==> config.mk <==
export PLATFORM = sky130hd
export DESIGN_NAME = mem_port_arbiter_flat
export DESIGN_NICKNAME = d
export VERILOG_FILES = /design/src/rtl/mem_port_if.sv /design/src/rtl/mem_port_arbiter.sv /design/src/flat_wrapper.sv
export SDC_FILE = /design/constraint.sdc
export NUM_CORES = 1
export LEC_CHECK = 0
export ABC_AREA = 1
export BUFFER_PORTS_ARGS = -buffer_cell sky130_fd_sc_hd__buf_2
export CAP_MARGIN = 20
export CELL_PAD_IN_SITES_DETAIL_PLACEMENT = 1
export CELL_PAD_IN_SITES_GLOBAL_PLACEMENT = 1
export CORE_MARGIN = 10
export CORE_UTILIZATION = 28
export CTS_BUF_LIST = sky130_fd_sc_hd__clkbuf_4
export DETAILED_ROUTE_END_ITERATION = 8
export PLACE_DENSITY_LB_ADDON = 0.3
export REMOVE_ABC_BUFFERS = 1
export SLEW_MARGIN = 15
export SYNTH_ARGS = -nofsm -noshare
export SYNTH_HDL_FRONTEND = slang
export SYNTH_SLANG_ARGS = --single-unit
==> constraint.sdc <==
create_clock -name clk -period 1.4 [get_ports clk]
set_input_delay 0.07 -clock clk [delete_from_list [all_inputs] [get_ports clk]]
set_output_delay 0.07 -clock clk [all_outputs]
set_load 0.01 [all_outputs]
==> src/rtl/mem_port_if.sv <==
// Downstream memory/IO port: a single outstanding request, held until a one-cycle m_ack.
interface mem_port_if #(
  parameter int RV = 32,
  parameter int VA = RV
);
  logic                 m_req;
  logic                 m_we;
  logic                 m_io;
  logic [VA-1:RV/16]    m_addr;
  logic [RV/8-1:0]      m_wmask;
  logic [RV-1:0]        m_wdata;
  logic                 m_ack;
  logic [RV-1:0]        m_rdata;

  modport master (
    output m_req, m_we, m_io, m_addr, m_wmask, m_wdata,
    input  m_ack, m_rdata
  );

  modport slave (
    input  m_req, m_we, m_io, m_addr, m_wmask, m_wdata,
    output m_ack, m_rdata
  );
endinterface

==> src/rtl/mem_port_arbiter.sv <==
// Shares one memory port between fetch, data read and data write (write > read > fetch); one request in flight.
// Request->m_req 1 cycle, m_ack->done pulse 1 cycle; holds m_* until m_ack. MEM_TIMEOUT_EN adds a TMO-cycle abort with bus_err.
module mem_port_arbiter #(
  parameter int RV  = 32,
  parameter int VA  = RV,
  parameter int TMO = 255
) (
  input  logic                clk,
  input  logic                reset,
  input  logic                ifetch,
  input  logic [VA-1:1]       pc,
  input  logic [1:0]          rstrobe,
  input  logic [RV/8-1:0]     wmask,
  input  logic [VA-1:RV/16]   addr,
  input  logic [RV-1:0]       wdata,
  input  logic                io_access,
  output logic                idone,
  output logic                rdone,
  output logic                wdone,
  output logic [RV-1:0]       rdata,
  output logic [15:0]         idata,
  output logic                bus_err,
  mem_port_if.master          m
);

  typedef enum logic [2:0] {IDLE, FETCH, READ, WRITE, DONE} state_t;

  state_t              state_q, state_d;
  state_t              kind_q;
  logic [VA-1:RV/16]   addr_q;
  logic [RV-1:0]       wdata_q;
  logic [RV-1:0]       rdat_q;
  logic [RV/8-1:0]     wmask_q;
  logic [1:0]          rstrobe_q;
  logic                io_q;
  logic                pc1_q;
  logic                err_q;
  logic                busy;
  logic                timeout;

  assign busy = (state_q == FETCH) || (state_q == READ) || (state_q == WRITE);

`ifdef MEM_TIMEOUT_EN
  logic [7:0] cnt_q;

  // Counter is held at zero while idle, so it starts clean on every new request.
  always_ff @(posedge clk) begin
    if (reset)                 cnt_q <= '0;
    else if (!busy)            cnt_q <= '0;
    else if (!m.m_ack)         cnt_q <= cnt_q + 8'd1;
  end

  assign timeout = busy && !m.m_ack && (cnt_q == 8'(TMO - 1));
`else
  assign timeout = 1'b0;
`endif

  always_ff @(posedge clk) begin
    if (reset) state_q <= IDLE;
    else       state_q <= state_d;
  end

  always_comb begin
    state_d = state_q;
    case (state_q)
      IDLE: begin
        if (|wmask)        state_d = WRITE;
        else if (|rstrobe) state_d = READ;
        else if (ifetch)   state_d = FETCH;
      end
      FETCH, READ, WRITE: begin
        if (m.m_ack || timeout) state_d = DONE;
      end
      DONE:    state_d = IDLE;
      default: state_d = IDLE;
    endcase
  end

  always_ff @(posedge clk) begin
    if (reset) begin
      kind_q    <= IDLE;
      addr_q    <= '0;
      wdata_q   <= '0;
      rdat_q    <= '0;
      wmask_q   <= '0;
      rstrobe_q <= '0;
      io_q      <= 1'b0;
      pc1_q     <= 1'b0;
      err_q     <= 1'b0;
    end else begin
      if (state_q == IDLE && state_d != IDLE) begin
        kind_q    <= state_d;
        err_q     <= 1'b0;
        rstrobe_q <= rstrobe;
        pc1_q     <= pc[1];
        wdata_q   <= wdata;
        if (state_d == FETCH) begin
          addr_q  <= pc[VA-1:RV/16];
          io_q    <= 1'b0;
          wmask_q <= '0;
        end else begin
          addr_q  <= addr;
          io_q    <= io_access;
          wmask_q <= wmask;
        end
      end
      // An ack in the timeout cycle takes precedence and completes normally.
      if (busy && m.m_ack) begin
        rdat_q <= m.m_rdata;
      end else if (timeout) begin
        rdat_q <= '1;
        err_q  <= 1'b1;
      end
    end
  end

  always_comb begin
    m.m_req   = busy;
    m.m_we    = (state_q == WRITE);
    m.m_io    = io_q;
    m.m_addr  = addr_q;
    m.m_wmask = (state_q == WRITE) ? wmask_q : '0;
    m.m_wdata = wdata_q;
    idone     = (state_q == DONE) && (kind_q == FETCH);
    rdone     = (state_q == DONE) && (kind_q == READ);
    wdone     = (state_q == DONE) && (kind_q == WRITE);
    bus_err   = (state_q == DONE) && err_q;
    rdata     = rdat_q;
    // High-byte-only read is returned right-justified; an aborted read stays all ones.
    if (rstrobe_q == 2'b10 && !err_q) rdata = {{(RV-8){1'b0}}, rdat_q[15:8]};
  end

  generate
    if (RV == 32) begin : g_idata32
      assign idata = pc1_q ? rdat_q[31:16] : rdat_q[15:0];
    end else begin : g_idata16
      assign idata = rdat_q[15:0];
    end
  endgenerate

endmodule
==> src/flat_wrapper.sv <==
// flat-port wrapper written by rule: the top's interface ports become plain ports
module mem_port_arbiter_flat 
#(
  parameter int RV  = 32,
  parameter int VA  = RV,
  parameter int TMO = 255
)
  (clk, reset, ifetch, pc, rstrobe, wmask, addr, wdata, io_access, idone, rdone, wdone, rdata, idata, bus_err, m_m_req, m_m_we, m_m_io, m_m_addr, m_m_wmask, m_m_wdata, m_m_ack, m_m_rdata);
  mem_port_if #(.RV(RV), .VA(VA)) m_i ();
  input  logic clk;
  input  logic reset;
  input  logic ifetch;
  input  logic [VA-1:1] pc;
  input  logic [1:0] rstrobe;
  input  logic [RV/8-1:0] wmask;
  input  logic [VA-1:RV/16] addr;
  input  logic [RV-1:0] wdata;
  input  logic io_access;
  output logic idone;
  output logic rdone;
  output logic wdone;
  output logic [RV-1:0] rdata;
  output logic [15:0] idata;
  output logic bus_err;
  output wire logic [$bits(m_i.m_req)-1:0] m_m_req;
  output wire logic [$bits(m_i.m_we)-1:0] m_m_we;
  output wire logic [$bits(m_i.m_io)-1:0] m_m_io;
  output wire logic [$bits(m_i.m_addr)-1:0] m_m_addr;
  output wire logic [$bits(m_i.m_wmask)-1:0] m_m_wmask;
  output wire logic [$bits(m_i.m_wdata)-1:0] m_m_wdata;
  input wire logic [$bits(m_i.m_ack)-1:0] m_m_ack;
  input wire logic [$bits(m_i.m_rdata)-1:0] m_m_rdata;
  assign m_m_req = m_i.m_req;
  assign m_m_we = m_i.m_we;
  assign m_m_io = m_i.m_io;
  assign m_m_addr = m_i.m_addr;
  assign m_m_wmask = m_i.m_wmask;
  assign m_m_wdata = m_i.m_wdata;
  assign m_i.m_ack = m_m_ack;
  assign m_i.m_rdata = m_m_rdata;
  mem_port_arbiter #(.RV(RV), .VA(VA), .TMO(TMO)) u_core (.clk(clk), .reset(reset), .ifetch(ifetch), .pc(pc), .rstrobe(rstrobe), .wmask(wmask), .addr(addr), .wdata(wdata), .io_access(io_access), .idone(idone), .rdone(rdone), .wdone(wdone), .rdata(rdata), .idata(idata), .bus_err(bus_err), .m(m_i));
endmodule
# == Word level (Yosys, flattened, before mapping) ==
# Index checks and enable logic that the tools add are counted.
# word_totals
regBits,108
input_bits,136
out_inout_bits,121
elab_cells,41
# classes
eq_ne,9
n_mux,11
n_reduce_logical,12
# ops
cell,n
32-bit two-way mux,1
30-bit two-way mux,1
16-bit two-way mux,1
"3-bit by 2-bit equality test with 1-bit output, second input constant",4
3-bit two-way mux,4
"3-bit by 1-bit equality test with 1-bit output, second input constant",3
4-bit two-way mux,2
3-bit case mux with 2 select lines,1
1-bit logical AND,5
4-bit OR reduction,1
"3-bit equality test, second input constant",1
3-bit logical NOT,1
3-bit nonzero test,1
3-bit OR reduction,1
"2-bit equality test, second input constant",1
1-bit logical OR,2
2-bit OR reduction,1
1-bit two-way mux,1

# == Longest topological paths before layout ==
# Gate-level depths: netlist (run 1).
# logic_depth
depth_word,6
depth_mapped,11
depth_no_buf,10

# == Worst setup path before layout (run 1) ==
# Ideal clock, no wire load.
# synth_timing
kind,register to register
startpoint,reg u_core.state_q[0]
endpoint,reg u_core.addr_q (netlist bit u_core.m.m_addr[23])
setup_time_ns,0.117
arrival_time_ns,1.280
required_ns,1.283
path_slack_ns,0.003
stages_incl_launch_ff,9
path_buffers,1
period_less_slack_ns,1.397
cell_sequence,dfxtp_1 -> nor2_4 -> nor2_1 -> nand2_1 -> nand2_2 -> buf_2 -> a21oi_1 -> nor2_1 -> nor2_1
# synth_via
elab_chain_cells,6
elab_cells_between_ends,14
classes_between,4 x eq/ne; 6 x mux; 4 x reduce/logical
# synth_lines
item,line,rtl
"start, declared",mem_port_arbiter.sv:28,"state_t state_q, state_d;"
"start signal, assigned",mem_port_arbiter.sv:60,else state_q <= state_d;
3-bit two-way mux,mem_port_arbiter.sv:69,else if (ifetch) state_d = FETCH;
3-bit two-way mux,mem_port_arbiter.sv:68,else if (|rstrobe) state_d = READ;
3-bit two-way mux,mem_port_arbiter.sv:67,if (|wmask) state_d = WRITE;
3-bit case mux with 2 select lines,mem_port_arbiter.sv:65,case (state_q)
3-bit by 1-bit equality test with 1-bit output or 3-bit nonzero test (tied branches),"mem_port_arbiter.sv:97, mem_port_arbiter.sv:91",
30-bit two-way mux or 1-bit logical AND (tied branches),"mem_port_arbiter.sv:97, mem_port_arbiter.sv:91",
"end signal, assigned",mem_port_arbiter.sv:98,addr_q <= pc[VA-1:RV/16];
"end signal, assigned",mem_port_arbiter.sv:102,addr_q <= addr;
"end, declared",mem_port_arbiter.sv:30,logic [VA-1:RV/16] addr_q;
# Several ways; a longest one is shown, not always the timed one.
# A chain may end at the register's enable or synchronous reset.

# == Final worst setup path (run 1) ==
# layout_timing
startpoint,reg u_core.state_q[0]
endpoint,out m_m_wmask[0]
# layout_via
elab_chain_cells,2
# layout_lines
item,line,rtl
3-bit by 2-bit equality test with 1-bit output,mem_port_arbiter.sv:122,m.m_wmask = (state_q == WRITE) ? wmask_q : '0;
4-bit two-way mux,mem_port_arbiter.sv:122,
"end, declared",flat_wrapper.sv:29,output wire logic [$bits(m_i.m_wmask)-1:0] m_m_wmask;
# Every way passes these cells.

==> reports/qor.txt, run 1 <==
RUN STATUS
----------------------------------------------------------------------------------------
Result of the run ......................................................... finished with violations
Violated checks ........................................................... negative setup slack

POWER
----------------------------------------------------------------------------------------
P per Cell Area ........................................................... 1340 nW/um^2
Max IR drop VDD ...........................................................     0.598 mV
Part of the total power dissipated in combinational logic .................        62.8%
Net Switching .............................................................      7.09 mW
Internal power of the cells ...............................................      8.68 mW
Clock share of power ......................................................        11.0%
Static leakage ............................................................      5.21 nW
Switching part of the total ...............................................        45.0%
Register share of total power .............................................        26.2%

YOSYS
----------------------------------------------------------------------------------------
Proportion of synthesized flip-flops having asynchronous set or reset .....           0%
Share of the synthesized area in the top cell type ........................        43.5%
Post-synth EDFFs ..........................................................            0
Top cells by area, synth .................................................. dfxtp_1, a21oi_1, o21ai_0
Synthesized area per cell .................................................    6.91 um^2
Dominant cell type by area after synthesis ................................      dfxtp_1
Number of distinct standard cells referenced by the synthesized netlist ...           23
Cells after Synth .........................................................          720
Ys Warns ..................................................................            0
Synthesized flop and latch total ..........................................          108
Sequential share of the synthesized area ..................................        43.5%
Most instantiated flip-flop cell in the synthesis netlist .................      dfxtp_1
Post-synthesis cell area ..................................................    4970 um^2

GLOBAL ROUTE
----------------------------------------------------------------------------------------
Largest net degree at the start of global routing .........................           45
Leftover overflow at the end of global routing ............................            0
First-pass GRT wire length ................................................    43,300 um
Initial antenna violation count ...........................................            9
Aggregate global-route resource usage .....................................        22.9%
Vias in the first global route ............................................        7,602

FLOORPLANNING
----------------------------------------------------------------------------------------
Chip Height ...............................................................       153 um
IO Count ..................................................................          257
Starting density of the core ..............................................        28.6%
Num rows ..................................................................           48
Floorplan die area ........................................................  23,500 um^2
Core Region ...............................................................  17,400 um^2
Die width .................................................................       153 um

WORST SETUP PATH
----------------------------------------------------------------------------------------
R2R cell count ............................................................            9
Required @ worst endpoint .................................................      1.33 ns
Crit path kind ............................................................ flop to primary output
Element type at the critical path end ..................................... primary output
Crit path max fanout ......................................................            4
Arr. time, crit path ......................................................      1.74 ns
Startpoint class of the critical path .....................................         flop

STA
----------------------------------------------------------------------------------------
Worst slew pin tran .......................................................     0.765 ns
PnR worst setup slack .....................................................    -0.407 ns
Setup clock skew after layout .............................................    0.0328 ns
Max-slew violation count ..................................................            0
Worst rel slew slack ......................................................        49.0%
Unrepaired setup endpoints after global routing ...........................         true
Worst hold slack across all endpoints .....................................     0.334 ns
Minimum period implied by the final worst setup slack .....................      1.81 ns
Maximum clock frequency ...................................................      553 MHz
Setup violators final .....................................................          165
Number of failing hold endpoints at the final stage .......................            0
Final cycle utilization of the critical path ..............................         129%

ROUTE
----------------------------------------------------------------------------------------
Count of TritonRoute iterations in the first routing pass .................            5
Avg Vias per Cell .........................................................         5.28
DRC violation total after the first TritonRoute iteration .................          305
Residual DRC ..............................................................            0
Detail-routed net length per standard cell ................................      27.1 um
Overall via count from detail_route .......................................        7,434
Routed wire length ........................................................    38,100 um
Post-DRT Antenna Nets .....................................................            0

CLOCK TREE
----------------------------------------------------------------------------------------
H-tree levels .............................................................            3
Longest Clk Path Bufs .....................................................            2
Count of clock tree sinks .................................................          108
CTS tree ..................................................................         done
Clock-pin slew on the worst setup and hold paths ..........................      0.23 ns
Cell at the root of the clock tree ........................................     clkbuf_4
Total clock buffers created by CTS ........................................            9
Source-to-sink clock delay at the later pin of the worst-skew pair ........      0.52 ns

PLACED DESIGN
----------------------------------------------------------------------------------------
Placed Cells incl. Taps ...................................................        1,175
Input/output buffers ......................................................          255
Dpl ws ....................................................................   -0.0864 ns
Post-Place Cell Area ......................................................    6690 um^2
Total half-perimeter wirelength after legalization and detailed placement .    14,500 um
GPL Wtd Cong ..............................................................        0.773

CELLS AND AREA
----------------------------------------------------------------------------------------
Proportion of layout cells with a drive suffix above 1 ....................        62.4%
Area taken by flip-flops and latches ......................................    2180 um^2
Synth-to-layout area growth ...............................................         136%
Multi-input gate area in the final layout .................................    4120 um^2
Post-layout instance area .................................................  11,800 um^2
Number of nets in the finished design .....................................        1,303
Most used cells in the layout excluding fill and tap cells ................ buf_2, dlygate4sd3_1, dfxtp_1
Number of inserted filler cells in the final layout .......................        1,871
Commonest non-fill, non-tap cell in the layout ............................        buf_2
Final instance count without filler cells .................................        1,407

MIN PATH
----------------------------------------------------------------------------------------
Hold Crit Class ........................................................... input port to flop
Hold-critical path depth ..................................................            4

FLOW RUN
----------------------------------------------------------------------------------------
# Max-Cap Violations ......................................................            0

-- per-layer routing --
layer / part of all wire [%] / global-route usage [%] / vias up
met4: 4.9 / 11.0 / 0
met3: 5.7 / 5.42 / 129
met2: 54 / 41.3 / 353
met1: 35 / 24.6 / 3703
met5: 0 / 0 / -
li1: - / - / 3249
-- final timing paths --
path,from,endpoint,slack [ns]
worst max-delay path,u_core.state_q[0],m_m_wmask[0],-0.41
worst min-delay path,wdata[9],u_core.m.m_wdata[9],0.33
worst max register to register,u_core.state_q[0],u_core.m.m_wdata[13],-0.41
worst min register to register,u_core.m.m_wdata[20],u_core.m.m_wdata[20],0.49
-- cell type report --
class | count | share of cell area (%)
Tap cell | 225 | 2.40
Timing Repair Buffer | 491 | 40.0
Sequential cell | 108 | 18.6
Clock inverter | 7 | 0.575
Antenna cell | 10 | 0.213
Clock buffer | 9 | 0.575
Inverter | 78 | 2.60
Multi-Input combinational cell | 479 | 35.1
-- critical path, stage by stage, from the launching register on --
cell	delay [ns]
dfxtp_4	0.43
buf_6	0.13
inv_4	0.04
nor3_4	0.25
inv_4	0.11
nor2_4	0.13
buf_6	0.12
-- cell usage after synthesis, types with 3 or more instances --
cell type / n
clkbuf_1: 27
buf_2: 19
nor2_4: 3
nor4_1: 3
inv_1: 75
a21oi_2: 10
nor2_1: 97
nand2_1: 95
buf_1: 3
a21oi_1: 95
o21ai_0: 88
nand3_1: 69
buf_4: 4
dfxtp_1: 108
nand2_2: 12
-- power groups by stage --
stage	Sequential [mW]	Clock, mW	Combinational, mW
2_1_floorplan	4.13	0	1.98
3_3_place_gp	3.95	0	4.29
3_5_place_dp	3.97	0	4.33
4_1_cts	3.95	1.69	7.19
5_1_grt	4.19	1.89	10.3
6_report	4.14	1.74	9.90
-- registers in the layout (all words and copies together), names as in the netlist --
name              flops
u_core.rdat_q        32
u_core.rstrobe_q      2
u_core.m.m_addr      30
u_core.m.m_wdata     32
u_core.pc1_q          1
u_core.state_q        3
u_core.wmask_q        4
u_core.m.m_io         1
u_core.kind_q         3
-- cell families (layout without fill, tap and decap cells) --
group           count (synthesis)  after routing  share of synthesized area (%)
simple gates                  284            285                           24.8
compound gates                193            193                           20.2
buf+inv                       134            585                           11.5
flops                         108            108                           43.5
other cells                     1             11                         0.0754
-- metrics by stage --
stage	power [mW]	util, %	setup TNS [ns]
6_report	15.8	67.7	-42.52
5_1_grt	16.4	67.7	-50.83
4_1_cts	12.8	55.7	-25.39
3_5_place_dp	8.29	38.6	-3.20
3_3_place_gp	8.24	38.6	-0.0438
2_1_floorplan	6.11	-	-60.33
-- what timing repair did --
| action | in CTS | in global routing |
|---|---|---|
| cloned | 25 | 21 |
| hold buffers | 134 | 0 |
| endpoints found under the setup margin | 128 | 164 |
| hold endpoints to repair | 105 | 0 |
| pin swaps | 46 | 104 |
| buffers inserted | 28 | 14 |
| gates resized for setup | 190 | 468 |
No activity file was read; power rests on OpenSTA's default activity.
==> run 2, diff against run 1 <==
--- a/config.mk
+++ b/config.mk
@@ -10,7 +10,7 @@
 export CAP_MARGIN = 20
 export CELL_PAD_IN_SITES_DETAIL_PLACEMENT = 1
 export CELL_PAD_IN_SITES_GLOBAL_PLACEMENT = 1
-export CORE_MARGIN = 10
+export CORE_MARGIN = 2
 export CORE_UTILIZATION = 28
 export CTS_BUF_LIST = sky130_fd_sc_hd__clkbuf_4
 export DETAILED_ROUTE_END_ITERATION = 8
==> run 2 against run 1 <==
The run still ends with negative setup slack left; global-route usage up 3.8 points; final cell count up 1.1%; core utilization down 1.8 points; sequential share of layout area up 0.49 points; final area down 2.6%; combinational power down 7.0%; hold slack worse by 0.027 ns; critical endpoint is now u_core.m.m_addr[31]; largest cell class unchanged.
==> reports/qor.txt, run 2 (synthesized netlist as in run 1, its figures left out) <==
ROUTE
----------------------------------------------------------------------------------------
Overall via count from detail_route .......................................        7,432
Routed wire length ........................................................    35,000 um
Post-DRT Antenna Nets .....................................................            0
Detail-routed net length per standard cell ................................      24.6 um
DRC violation total after the first TritonRoute iteration .................          315
Avg Vias per Cell .........................................................         5.23
Count of TritonRoute iterations in the first routing pass .................            4
Residual DRC ..............................................................            0

STA
----------------------------------------------------------------------------------------
Final cycle utilization of the critical path ..............................         128%
Number of failing hold endpoints at the final stage .......................            0
Setup clock skew after layout .............................................    0.0457 ns
Worst rel slew slack ......................................................        50.6%
Max-slew violation count ..................................................            0
Maximum clock frequency ...................................................      557 MHz
PnR worst setup slack .....................................................    -0.394 ns
Worst slew pin tran .......................................................     0.742 ns
Unrepaired setup endpoints after global routing ...........................         true
Minimum period implied by the final worst setup slack .....................      1.79 ns
Setup violators final .....................................................          163

FLOORPLANNING
----------------------------------------------------------------------------------------
Chip Height ...............................................................       137 um
Num rows ..................................................................           48
Floorplan die area ........................................................  18,800 um^2
Core Region ...............................................................  17,400 um^2
IO Count ..................................................................          257
Die width .................................................................       137 um
Starting density of the core ..............................................        28.6%

PLACED DESIGN
----------------------------------------------------------------------------------------
Total half-perimeter wirelength after legalization and detailed placement .    12,400 um
Dpl ws ....................................................................    -0.171 ns
GPL Wtd Cong ..............................................................        0.758
Input/output buffers ......................................................          255

WORST SETUP PATH
----------------------------------------------------------------------------------------
Arr. time, crit path ......................................................      2.25 ns
Number of buffers and inverters on the critical path ......................            4
Element type at the critical path end .....................................         flop
Crit path max fanout ......................................................            7
Crit path kind ............................................................ flop to flop
Required @ worst endpoint .................................................      1.86 ns
Worst stage delay on the critical path ....................................      0.38 ns
Gate family responsible for the most delay along the worst path ........... buffers and inverters
Cell-by-cell trace of the critical path ................................... buf_6 > nor3_1 > buf_4 > nor2_4 > buf_12 > clkbuf_16 > a21oi_1 > nor2_1 > nor2_1
Most frequent cell on the critical path ...................................       nor2_1
Cell with the largest stage delay on the worst path .......................      dfxtp_2
Startpoint class of the critical path .....................................         flop

GLOBAL ROUTE
----------------------------------------------------------------------------------------
Aggregate global-route resource usage .....................................        26.7%
First-pass GRT wire length ................................................    39,100 um
Largest net degree at the start of global routing .........................           45
Vias in the first global route ............................................        7,507
Leftover overflow at the end of global routing ............................            0
Initial antenna violation count ...........................................            5

RUN STATUS
----------------------------------------------------------------------------------------
Result of the run ......................................................... finished with violations
Violated checks ........................................................... negative setup slack

CELLS AND AREA
----------------------------------------------------------------------------------------
Proportion of layout cells with a drive suffix above 1 ....................        58.3%
Number of inserted filler cells in the final layout .......................        1,912
Synth-to-layout area growth ...............................................         130%
Most used cells in the layout excluding fill and tap cells ................ buf_2, dlygate4sd3_1, dfxtp_1
Commonest non-fill, non-tap cell in the layout ............................        buf_2
Number of nets in the finished design .....................................        1,321

CLOCK TREE
----------------------------------------------------------------------------------------
Cell at the root of the clock tree ........................................     clkbuf_4
Source-to-sink clock delay at the later pin of the worst-skew pair ........      0.53 ns
Longest Clk Path Bufs .....................................................            2
Total clock buffers created by CTS ........................................            9
Clock-pin slew on the worst setup and hold paths ..........................      0.22 ns
H-tree levels .............................................................            3
Count of clock tree sinks .................................................          108
CTS tree ..................................................................         done

POWER
----------------------------------------------------------------------------------------
Max IR drop VDD ...........................................................     0.621 mV
P per Cell Area ........................................................... 1330 nW/um^2
Total power of the final layout ...........................................      15.2 mW
Static leakage ............................................................      5.16 nW

MIN PATH
----------------------------------------------------------------------------------------
Hold Crit Class ........................................................... input port to flop

FLOW RUN
----------------------------------------------------------------------------------------
# Max-Cap Violations ......................................................            0

-- run 2: stage by stage --
step | hold slack (ns) | setup TNS (ns) | util (%) | instances | cell area [um^2]
2_1_floorplan | 0.132 | -60.33 | - | 664 | 4700
3_3_place_gp | 0.320 | -5.20 | 38.7 | 1185 | 6720
3_5_place_dp | 0.326 | -6.23 | 38.7 | 1185 | 6720
4_1_cts | 0.296 | -25.19 | 54.0 | 1381 | 9380
5_1_grt | 0.297 | -44.00 | 65.9 | 1420 | 11400
6_report | 0.308 | -35.66 | 65.9 | 1422 | 11400
-- run 2: final timing paths --
path / slack [ns] / to / cells after the start / from
worst max-delay path: -0.39 / u_core.m.m_addr[31] / 9 / u_core.state_q[2]
worst min-delay path: 0.31 / u_core.pc1_q / 4 / pc[1]
worst max register to register: -0.39 / u_core.m.m_addr[31] / 9 / u_core.state_q[2]
worst min register to register: 0.50 / u_core.m.m_wdata[18] / 2 / u_core.m.m_wdata[18]
-- run 2: layout make-up --
class / count / area [um^2] / share of cell area, %
antenna: 7 / 17.5 / 0.153
multi-input combinational: 480 / 3770 / 33.0
inverter: 78 / 298 / 2.60
tap: 225 / 282 / 2.46
sequential: 108 / 2180 / 19.1
clock buffer: 9 / 67.6 / 0.591
timing repair buffer: 508 / 4740 / 41.4
clock inverter: 7 / 85.1 / 0.744
-- run 2: repair_timing --
action	CTS	global route
setup endpoints to repair	137	164
hold endpoints to repair	104	0
cloned	20	21
hold buffers	134	0
resized for setup	134	382
pin swaps	21	109
buffers inserted	27	21
-- run 2: power breakdown --
part / internal (mW) / leakage (nW) / switching, mW
Clock: 0.571 / 0.0797 / 1.31
Sequential: 3.64 / 0.898 / 0.425
Combinational: 4.39 / 4.18 / 4.82
-- run 2: metal layers --
| layer | track usage (%) | vias to the layer above | share of wire (%) |
|---|---|---|---|
| li1 | - | 3278 | - |
| met1 | 27.5 | 3593 | 34 |
| met2 | 48.8 | 404 | 54 |
| met3 | 6.55 | 157 | 5.2 |
| met4 | 15.6 | 0 | 6.5 |
| met5 | 0 | - | 0 |
-- run 2: worst min-delay path, delay by kind of cell --
kind            cells  cell delay, ns
buf+inv             2            0.66
simple gates        1            0.06
compound gates      1            0.04
